`config.mk`:
```
export PLATFORM = sky130hd
export DESIGN_NAME = poly_music_mixer
export DESIGN_NICKNAME = d
export VERILOG_FILES = /design/src/rtl/poly_music_mixer.sv
export SDC_FILE = /design/constraint.sdc
export NUM_CORES = 1
export LEC_CHECK = 0
export CAP_MARGIN = 20
export CORE_UTILIZATION = 43
export DETAILED_ROUTE_END_ITERATION = 16
export GPL_TIMING_DRIVEN = 0
export HOLD_SLACK_MARGIN = 0.02
export PLACE_DENSITY_LB_ADDON = 0.2
export SETUP_SLACK_MARGIN = 0.5
export SLEW_MARGIN = 0
export SYNTH_ARGS = -nofsm -noshare
export SYNTH_HDL_FRONTEND = slang
export SYNTH_SLANG_ARGS = --single-unit
```
`constraint.sdc`:
```
create_clock -name clk -period 4.22 [get_ports clk]
set_clock_uncertainty 0.2 [all_clocks]
set_input_delay 0.633 -clock clk [delete_from_list [all_inputs] [get_ports clk]]
set_output_delay 0.633 -clock clk [all_outputs]
set_load 0.005 [all_outputs]
```
`src/rtl/poly_music_mixer.sv`:
```
// rtl/poly_music_mixer.sv - multi-voice sample mixer with volume attenuation and saturation
module poly_music_mixer #(
   parameter int VOICES   = 2,
   parameter int SAMPLE_W = 16,
   parameter int VOL_W    = 3
) (
   input  logic                          clk,
   input  logic                          reset,
   input  logic                          play,
   input  logic                          New_Frame,
   input  logic [VOICES*SAMPLE_W-1:0]    voice_sample,
   input  logic [VOICES-1:0]             voice_valid,
   input  logic [VOICES-1:0]             voice_enable,
   input  logic [VOL_W-1:0]              volume,
   input  logic                          clear_status,
   output logic                          generate_next_sample,
   output logic signed [SAMPLE_W-1:0]    sample_out,
   output logic                          clip,
   output logic [VOICES-1:0]             missing,
   output logic                          frame_overrun
);
   // Three guard bits cover the sum of up to eight full-scale voices.
   localparam int ACC_W = SAMPLE_W + 3;
   localparam int IDX_W = (VOICES > 1) ? $clog2(VOICES) : 1;
   localparam logic [IDX_W-1:0] LAST_IDX = IDX_W'(VOICES - 1);
   localparam logic signed [ACC_W-1:0] SAT_MAX = {{4{1'b0}}, {(SAMPLE_W-1){1'b1}}};
   localparam logic signed [ACC_W-1:0] SAT_MIN = {{4{1'b1}}, {(SAMPLE_W-1){1'b0}}};

   typedef enum logic [1:0] {ST_IDLE, ST_SUM, ST_SAT} state_t;

   state_t                      state;
   state_t                      state_next;
   logic                        sync1;
   logic                        sync2;
   logic                        sync3;
   logic                        frame_edge;
   logic signed [SAMPLE_W-1:0]  hold [VOICES];
   logic [VOICES-1:0]           ready;
   logic [IDX_W-1:0]            idx;
   logic signed [ACC_W-1:0]     acc;
   logic signed [ACC_W-1:0]     addend;
   logic signed [ACC_W-1:0]     shifted;
   logic signed [ACC_W-1:0]     limited_val;
   logic                        limited;
   logic                        cur_enable;
   logic signed [SAMPLE_W-1:0]  cur_hold;
   logic [VOICES-1:0]           miss_set;

   assign frame_edge = sync2 & ~sync3;
   assign cur_enable = voice_enable[idx];
   assign cur_hold   = hold[idx];
   assign addend     = cur_enable ? {{3{cur_hold[SAMPLE_W-1]}}, cur_hold} : '0;

   // Bring the codec frame level into the clk domain and keep one extra stage for edge detection.
   always_ff @(posedge clk or negedge reset) begin
      if (!reset) begin
         sync1 <= 1'b0;
         sync2 <= 1'b0;
         sync3 <= 1'b0;
      end else begin
         sync1 <= New_Frame;
         sync2 <= sync1;
         sync3 <= sync2;
      end
   end

   // Mixer state register.
   always_ff @(posedge clk or negedge reset) begin
      if (!reset) state <= ST_IDLE;
      else        state <= state_next;
   end

   // Next state: frame edge starts a mix, one cycle per voice, then one saturation cycle.
   always_comb begin
      state_next = state;
      case (state)
         ST_IDLE: if (frame_edge) state_next = ST_SUM;
         ST_SUM:  if (idx == LAST_IDX) state_next = ST_SAT;
         ST_SAT:  state_next = ST_IDLE;
         default: state_next = ST_IDLE;
      endcase
   end

   // Attenuate the accumulated sum and clamp it into the codec sample range.
   always_comb begin
      shifted     = acc >>> volume;
      limited_val = shifted;
      limited     = 1'b0;
      if (shifted > SAT_MAX) begin
         limited_val = SAT_MAX;
         limited     = 1'b1;
      end else if (shifted < SAT_MIN) begin
         limited_val = SAT_MIN;
         limited     = 1'b1;
      end
   end

   // An enabled voice with no fresh sample while playing is flagged when it is summed.
   always_comb begin
      miss_set = '0;
      if (state == ST_SUM && cur_enable && !ready[idx] && play) miss_set[idx] = 1'b1;
   end

   // Per-voice capture; a new strobe beats the clear done when that voice is summed.
   always_ff @(posedge clk or negedge reset) begin
      if (!reset) begin
         for (int i = 0; i < VOICES; i++) hold[i] <= '0;
         ready <= '0;
      end else begin
         for (int i = 0; i < VOICES; i++) begin
            if (voice_valid[i]) begin
               hold[i]  <= voice_sample[i*SAMPLE_W +: SAMPLE_W];
               ready[i] <= 1'b1;
            end else if (state == ST_SUM && idx == IDX_W'(i)) begin
               ready[i] <= 1'b0;
            end
         end
      end
   end

   // Accumulator and voice index walk.
   always_ff @(posedge clk or negedge reset) begin
      if (!reset) begin
         acc <= '0;
         idx <= '0;
      end else if (state == ST_IDLE && frame_edge) begin
         acc <= '0;
         idx <= '0;
      end else if (state == ST_SUM) begin
         acc <= acc + addend;
         idx <= idx + IDX_W'(1);
      end
   end

   // Registered outputs: released in the saturation cycle, muted when not playing.
   always_ff @(posedge clk or negedge reset) begin
      if (!reset) begin
         sample_out           <= '0;
         generate_next_sample <= 1'b0;
         clip                 <= 1'b0;
      end else begin
         generate_next_sample <= 1'b0;
         clip                 <= 1'b0;
         if (state == ST_SAT) begin
            generate_next_sample <= play;
            clip                 <= play & limited;
            sample_out           <= play ? limited_val[SAMPLE_W-1:0] : '0;
         end
      end
   end

   // Sticky status; a set in the same cycle as clear_status wins.
   always_ff @(posedge clk or negedge reset) begin
      if (!reset) begin
         missing       <= '0;
         frame_overrun <= 1'b0;
      end else begin
         missing       <= (clear_status ? '0 : missing) | miss_set;
         frame_overrun <= (frame_overrun & ~clear_status) | (frame_edge && state != ST_IDLE);
      end
   end
endmodule

```
### Yosys cells after proc, flatten, opt, wreduce, memory -nomap -nowiden

Cells that the tools add are included.

| word-level totals | value |
|---|---|
| latch bits | 0 |
| bits in registers | 80 |
| logic and storage cells | 81 |
| RAM bits | 0 |
| memories | 0 |
| bits in read-only memories | 0 |
| output and inout port bits | 21 |

| operators by class | value |
|---|---|
| reductions and logical operators | 15 |
| div/mod/pow operators | 0 |
| add/sub/neg operators | 2 |
| magnitude comparators | 5 |
| eq/ne operators | 4 |
| bitwise gates (word level) | 9 |
| muxes and demuxes | 30 |
| shift operators | 1 |
| $mul | 0 |

Operators by type and width:

| cell | count |
|---|---|
| $mux W16 | 6 |
| $mux W19 | 3 |
| $add A19 B19 Y19 | 1 |
| $gt A19 B16 Y1 const B | 1 |
| $lt A19 B16 Y1 const B | 1 |
| $sshr A19 B3 Y19 | 1 |
| $mux W1 | 15 |
| $logic_and A1 B1 Y1 | 8 |
| $mux W2 | 4 |
| $reduce_bool A2 Y1 | 4 |
| $ne A2 B2 Y1 const B | 2 |
| $pmux W2 S2 | 1 |
| $and A1 B1 Y1 | 3 |
| $not A1 Y1 | 3 |
| $eq A2 B1 Y1 const B | 1 |
| $eq A2 B2 Y1 const B | 1 |
| $ge A2 B2 Y1 const B | 1 |
| $logic_not A2 Y1 | 1 |
| $lt A1 B2 Y1 const B | 1 |
| $not A1 Y2 | 1 |
| $or A2 B2 Y2 | 1 |
| $reduce_and A2 Y1 | 1 |
| $add A1 B1 Y1 const B | 1 |
| $demux W1 S1 | 1 |
| 3 further kinds | 3 |

### Longest topological paths before layout

| logic depth | value |
|---|---|
| depth in word-level cells | 8 |
| depth in mapped cells | 15 |

### Least setup slack after synthesis

No wires, ideal clock.

| timing | value |
|---|---|
| path kind | input to register |
| from | in voice_enable[1] |
| to | reg acc[18] |
| cell stages on the path | 13 |
| arrival time | 3.419 ns |
| data required time | 3.955 ns |
| setup slack | 0.537 ns |
| setup time | 0.065 ns |
| cells stage by stage | nand2_1 -> and2_1 -> clkbuf_1 -> clkbuf_1 -> nor2_1 -> ha_1 -> fa_1 -> a211oi_2 -> o21ai_2 -> o2111a_2 -> or4_1 -> a311o_1 -> nand2_1 |

| on the way | value |
|---|---|
| cells in the longest elaborated chain, start to end | 6 |

RTL lines:

| what | RTL line | text |
|---|---|---|
| start: declaration | 13 | `input logic [VOICES-1:0] voice_enable,` |
| $mux W1 (not written as such) (2 in a row) | 50 | `assign cur_enable = voice_enable[idx];` |
| $mux W19 | 52 | `assign addend = cur_enable ? {{3{cur_hold[SAMPLE_W-1]}}, cur_hold} : '0;` |
| $add A19 B19 Y19 | 130 | `acc <= acc + addend;` |
| $mux W19 | 129 | `end else if (state == ST_SUM) begin` |
| $mux W19 | 126 | `end else if (state == ST_IDLE && frame_edge) begin` |
| end signal: assignment | 130 |  |
| end: declaration | 40 | `logic signed [ACC_W-1:0] acc;` |

Every way passes these cells. The select of a mux whose other input is x is not followed.
A chain may end at the register's enable or synchronous reset.

### Worst setup path in the final report

| timing | value |
|---|---|
| from | in voice_enable[0] |
| to | reg acc[18] |

Same word-level chain as after synthesis.

==> reports/qor.csv <==
stage,metric,value,unit
run_status,status,"finished, final reports clean",
grt,vias in the first global route,3724,
logic_synthesis,Post-synth top flop,dfrtp_1,
logic_synthesis,"EDFF count, synth",0,
logic_synthesis,Post-synth ARST share,1.00,
cts,clk root buf,clkbuf_8,
power_and_ir_drop,PwrDens,569,nW/µm²
logic_synthesis,"Distinct cells, synth",57,
min_path,hold depth,0,
critical_path,WS Path Type,input port to flop,
logic_synthesis,area fraction of the dominant cell type after synthesis,0.421,
cts,H-Tree Depth,3,
sta,Setup-failing EPs final,0,
critical_path,CP max FO,10,
cts,Num CTS Buffers,9,
detailed_routing,WL/cell,15.5,µm
critical_path,"Cell Chain, Critical Path","clkdlybuf4s50_1, nand2_1, and2_1, buf_6, buf_8, nor2_1, ha_2, fa_2, a211oi_2, o21ai_2, o2111a_2, or4_1, a311o_1, nand2_1",
floorplanning,Initial Util,0.440,
sta,Final Max Slew Viols,0,
placed_design,dpl cells,662,
floorplanning,die height,107,µm
grt,grt ovf,0,
logic_synthesis,Synth Instances,460,
sta,Hold WS,154,ps
power_and_ir_drop,Lkg Pwr,2.57,nW
cts,clock sinks,80,
critical_path,CP max-delay cell,or4_1,
layout,Syn-to-layout area delta,23.5,%
cts,CTS tree,done,
grt,antenna violations before repair,0,
floorplanning,die area,11500,µm²
logic_synthesis,Mapped Area,4750,µm²
floorplanning,FP Rows,38,
sta,RSZ-0062 raised after global routing,no,
detailed_routing,number of vias per cell,5.51,
detailed_routing,drt pass-1 iters,5,
floorplanning,Core Area,10800,µm²
logic_synthesis,"top cells by area, synth","dfrtp_1, mux2_2, mux2i_1",
logic_synthesis,cell taking the most area after synthesis,dfrtp_1,
logic_synthesis,Post-Syn Nets,523,
detailed_routing,Starting DRT DRC Count,223,
grt,first-pass GRT wire length,18200,µm
placed_design,Final GP Congestion,0.868,
critical_path,Crit. End Element,flop,
layout,final net count,604,
floorplanning,die width,107,µm
layout,share of cells above drive strength 1,0.170,
floorplanning,I/O pin count,65,
critical_path,Worst R2R Setup Slack,730,ps
sta,Max Clk Rate,279,MHz
power_and_ir_drop,Worst IR Drop VDD,0.000203,V
layout,number of diodes,0,
sta,actual slew at the worst max-slew pin,637,ps
critical_path,"Req. time, crit path",4310,ps
power_and_ir_drop,Pwr Total,3.34,mW
sta,TNS Setup,0,ps
logic_synthesis,sequential area share after synthesis,0.421,
critical_path,CP dominant cell by count,nand2_1,
detailed_routing,via count,3778,
cts,clk slew on worst S/H paths,90,ps
cts,later-pin clock latency in the skew report,340,ps
logic_synthesis,"FF+latch count, synth",80,
cts,clk buf depth,2,
detailed_routing,DRC errors left,0,
detailed_routing,overall routed net length,10700,µm
critical_path,Critical Path AT,3670,ps
layout,Fill cells,1010,
grt,GR Util All Layers,0.202,
critical_path,CP Launch Type,input port,
logic_synthesis,Yosys warnings,0,
critical_path,max incr delay on CP,470,ps
grt,largest net degree at the start of global routing,65,
placed_design,HPWL Detailed,8030,µm
sta,final hold vios,0,
critical_path,FF-to-FF path depth,12,
min_path,Hold Crit Class,flop to flop,
job,Max Cap Viol,0,
placed_design,Port Buffers,61,
layout,Layout Cells excl Fill,686,
layout,Util after Layout,0.544,
sta,Slew HR,0.576,
sta,Final Critical Period,3580,ps
detailed_routing,Routed Antenna Nets,0,
layout,Register Area,2000,µm²
logic_synthesis,Mean Syn Cell Area,10.3,µm²
layout,multi-input logic area,2590,µm²
sta,Tcrit/Tclk final,0.849,
[worst max-delay path, delay by kind of cell]
family	cells	cell delay, ps
simple gates	5	830
fa+ha+maj	2	590
compound gates	4	950
buf+inv	3	670
[cells in the final DEF, fill, tap and decap left out, drive strengths merged, types with 4 or more instances in the layout]
master,Yosys,final
clkdlybuf4s50,0,59
a22o,4,4
nand2,54,54
inv,13,13
mux4,8,8
mux2,37,37
mux2i,32,32
buf,10,21
o21ai,35,35
a211oi,4,4
a21oi,21,21
o2111a,4,4
clkinv,2,4
o211ai,14,14
nor2,25,25
clkbuf,16,25
xor2,6,6
nor2b,4,4
o21a,6,6
dfrtp,80,80
ha,18,18
a21o,6,6
nand4,5,5
nand3,7,7
[final timing paths]
kind                                  from             end
setup / recovery           voice_enable[0]         acc[18]
hold / removal                       sync1           sync2
setup reg to reg                       idx         acc[18]
hold reg to reg                      sync1           sync2
max in group asynchronous            reset         hold[0]
min in group asynchronous            reset  sample_out[15]
[synthesized netlist by cell type (3+ instances only)]
master and number:
mux2i_1 32, o21ai_0 32, a22oi_1 3, nor2_1 25, a22o_1 4, nand4_1 5, or3_1 3, a21oi_1 21
nand2b_1 3, o21a_1 6, nand2_1 54, o32ai_1 3, inv_1 13, and2_1 3, a21o_1 5, buf_1 3
xnor2_1 3, buf_2 6, a221o_1 3, ha_1 18, mux4_2 8, nor3_1 3, dfrtp_1 80, o2111a_1 3
nand3_1 7, xor2_1 6, or2_2 3, clkbuf_1 16, o211ai_1 14, mux2_2 37, nor2b_1 4
[layout make-up]
class,count,share of cell area
sequential,80,0.341
buffer,26,0.0228
timing repair buffer,70,0.119
tap,140,0.0299
clock buffer,11,0.0224
multi-input combinational,339,0.441
clock inverter,5,0.0139
inverter,15,0.00960
[sequential cells by signal, indices dropped and copies added, names as in the netlist, 2 cells and up]
register    count
acc            19
hold           32
missing         2
ready           2
sample_out     16
state           2
[per-stage QoR]
step / setup WS (ps) / instance area [µm²]
after global placement: -530 / 5540
after floorplan: 537 / 4750
after detailed placement: -341 / 5560
after CTS: 477 / 5800
final: 639 / 5870
after global routing: 525 / 5870
[metal layers]
layer  track usage  wire, µm  vias to the layer above
met3        0.0310       430                       12
li1              -         -                     1852
met1         0.274      5040                     1814
met5             0         0                        -
met2         0.331      5050                      100
met4        0.0646       128                        0
[where the power goes]
| group | internal, mW | leakage [nW] | switching, mW |
|---|---|---|---|
| sequential | 0.955 | 0.992 | 0.163 |
| combinational | 0.767 | 1.47 | 0.839 |
| clock | 0.334 | 0.104 | 0.280 |
[what timing repair did]
| item | in CTS | in global routing |
|---|---|---|
| cloned | 0 | 0 |
| setup endpoints to repair | 5 | 1 |
| hold buffers | 1 | 0 |
| pin swaps | 0 | 5 |
| endpoints found under the hold margin | 16 | 0 |
| gates resized for setup | 8 | 5 |
| setup buffers | 0 | 7 |
[kinds of logic (layout without fill, tap and decap cells)]
kind of cell / Yosys count / count (layout) / share of synthesized area
AO/OA/AOI/OAI: 117 / 117 / 0.170
XOR/XNOR: 9 / 9 / 0.0166
adder cells (fa/ha/maj): 19 / 19 / 0.0516
buffers and inverters: 41 / 127 / 0.0355
flip-flops: 80 / 80 / 0.421
multiplexers: 77 / 77 / 0.193
AND/OR/NAND/NOR: 117 / 117 / 0.112
(Power assumes the default switching activity.)
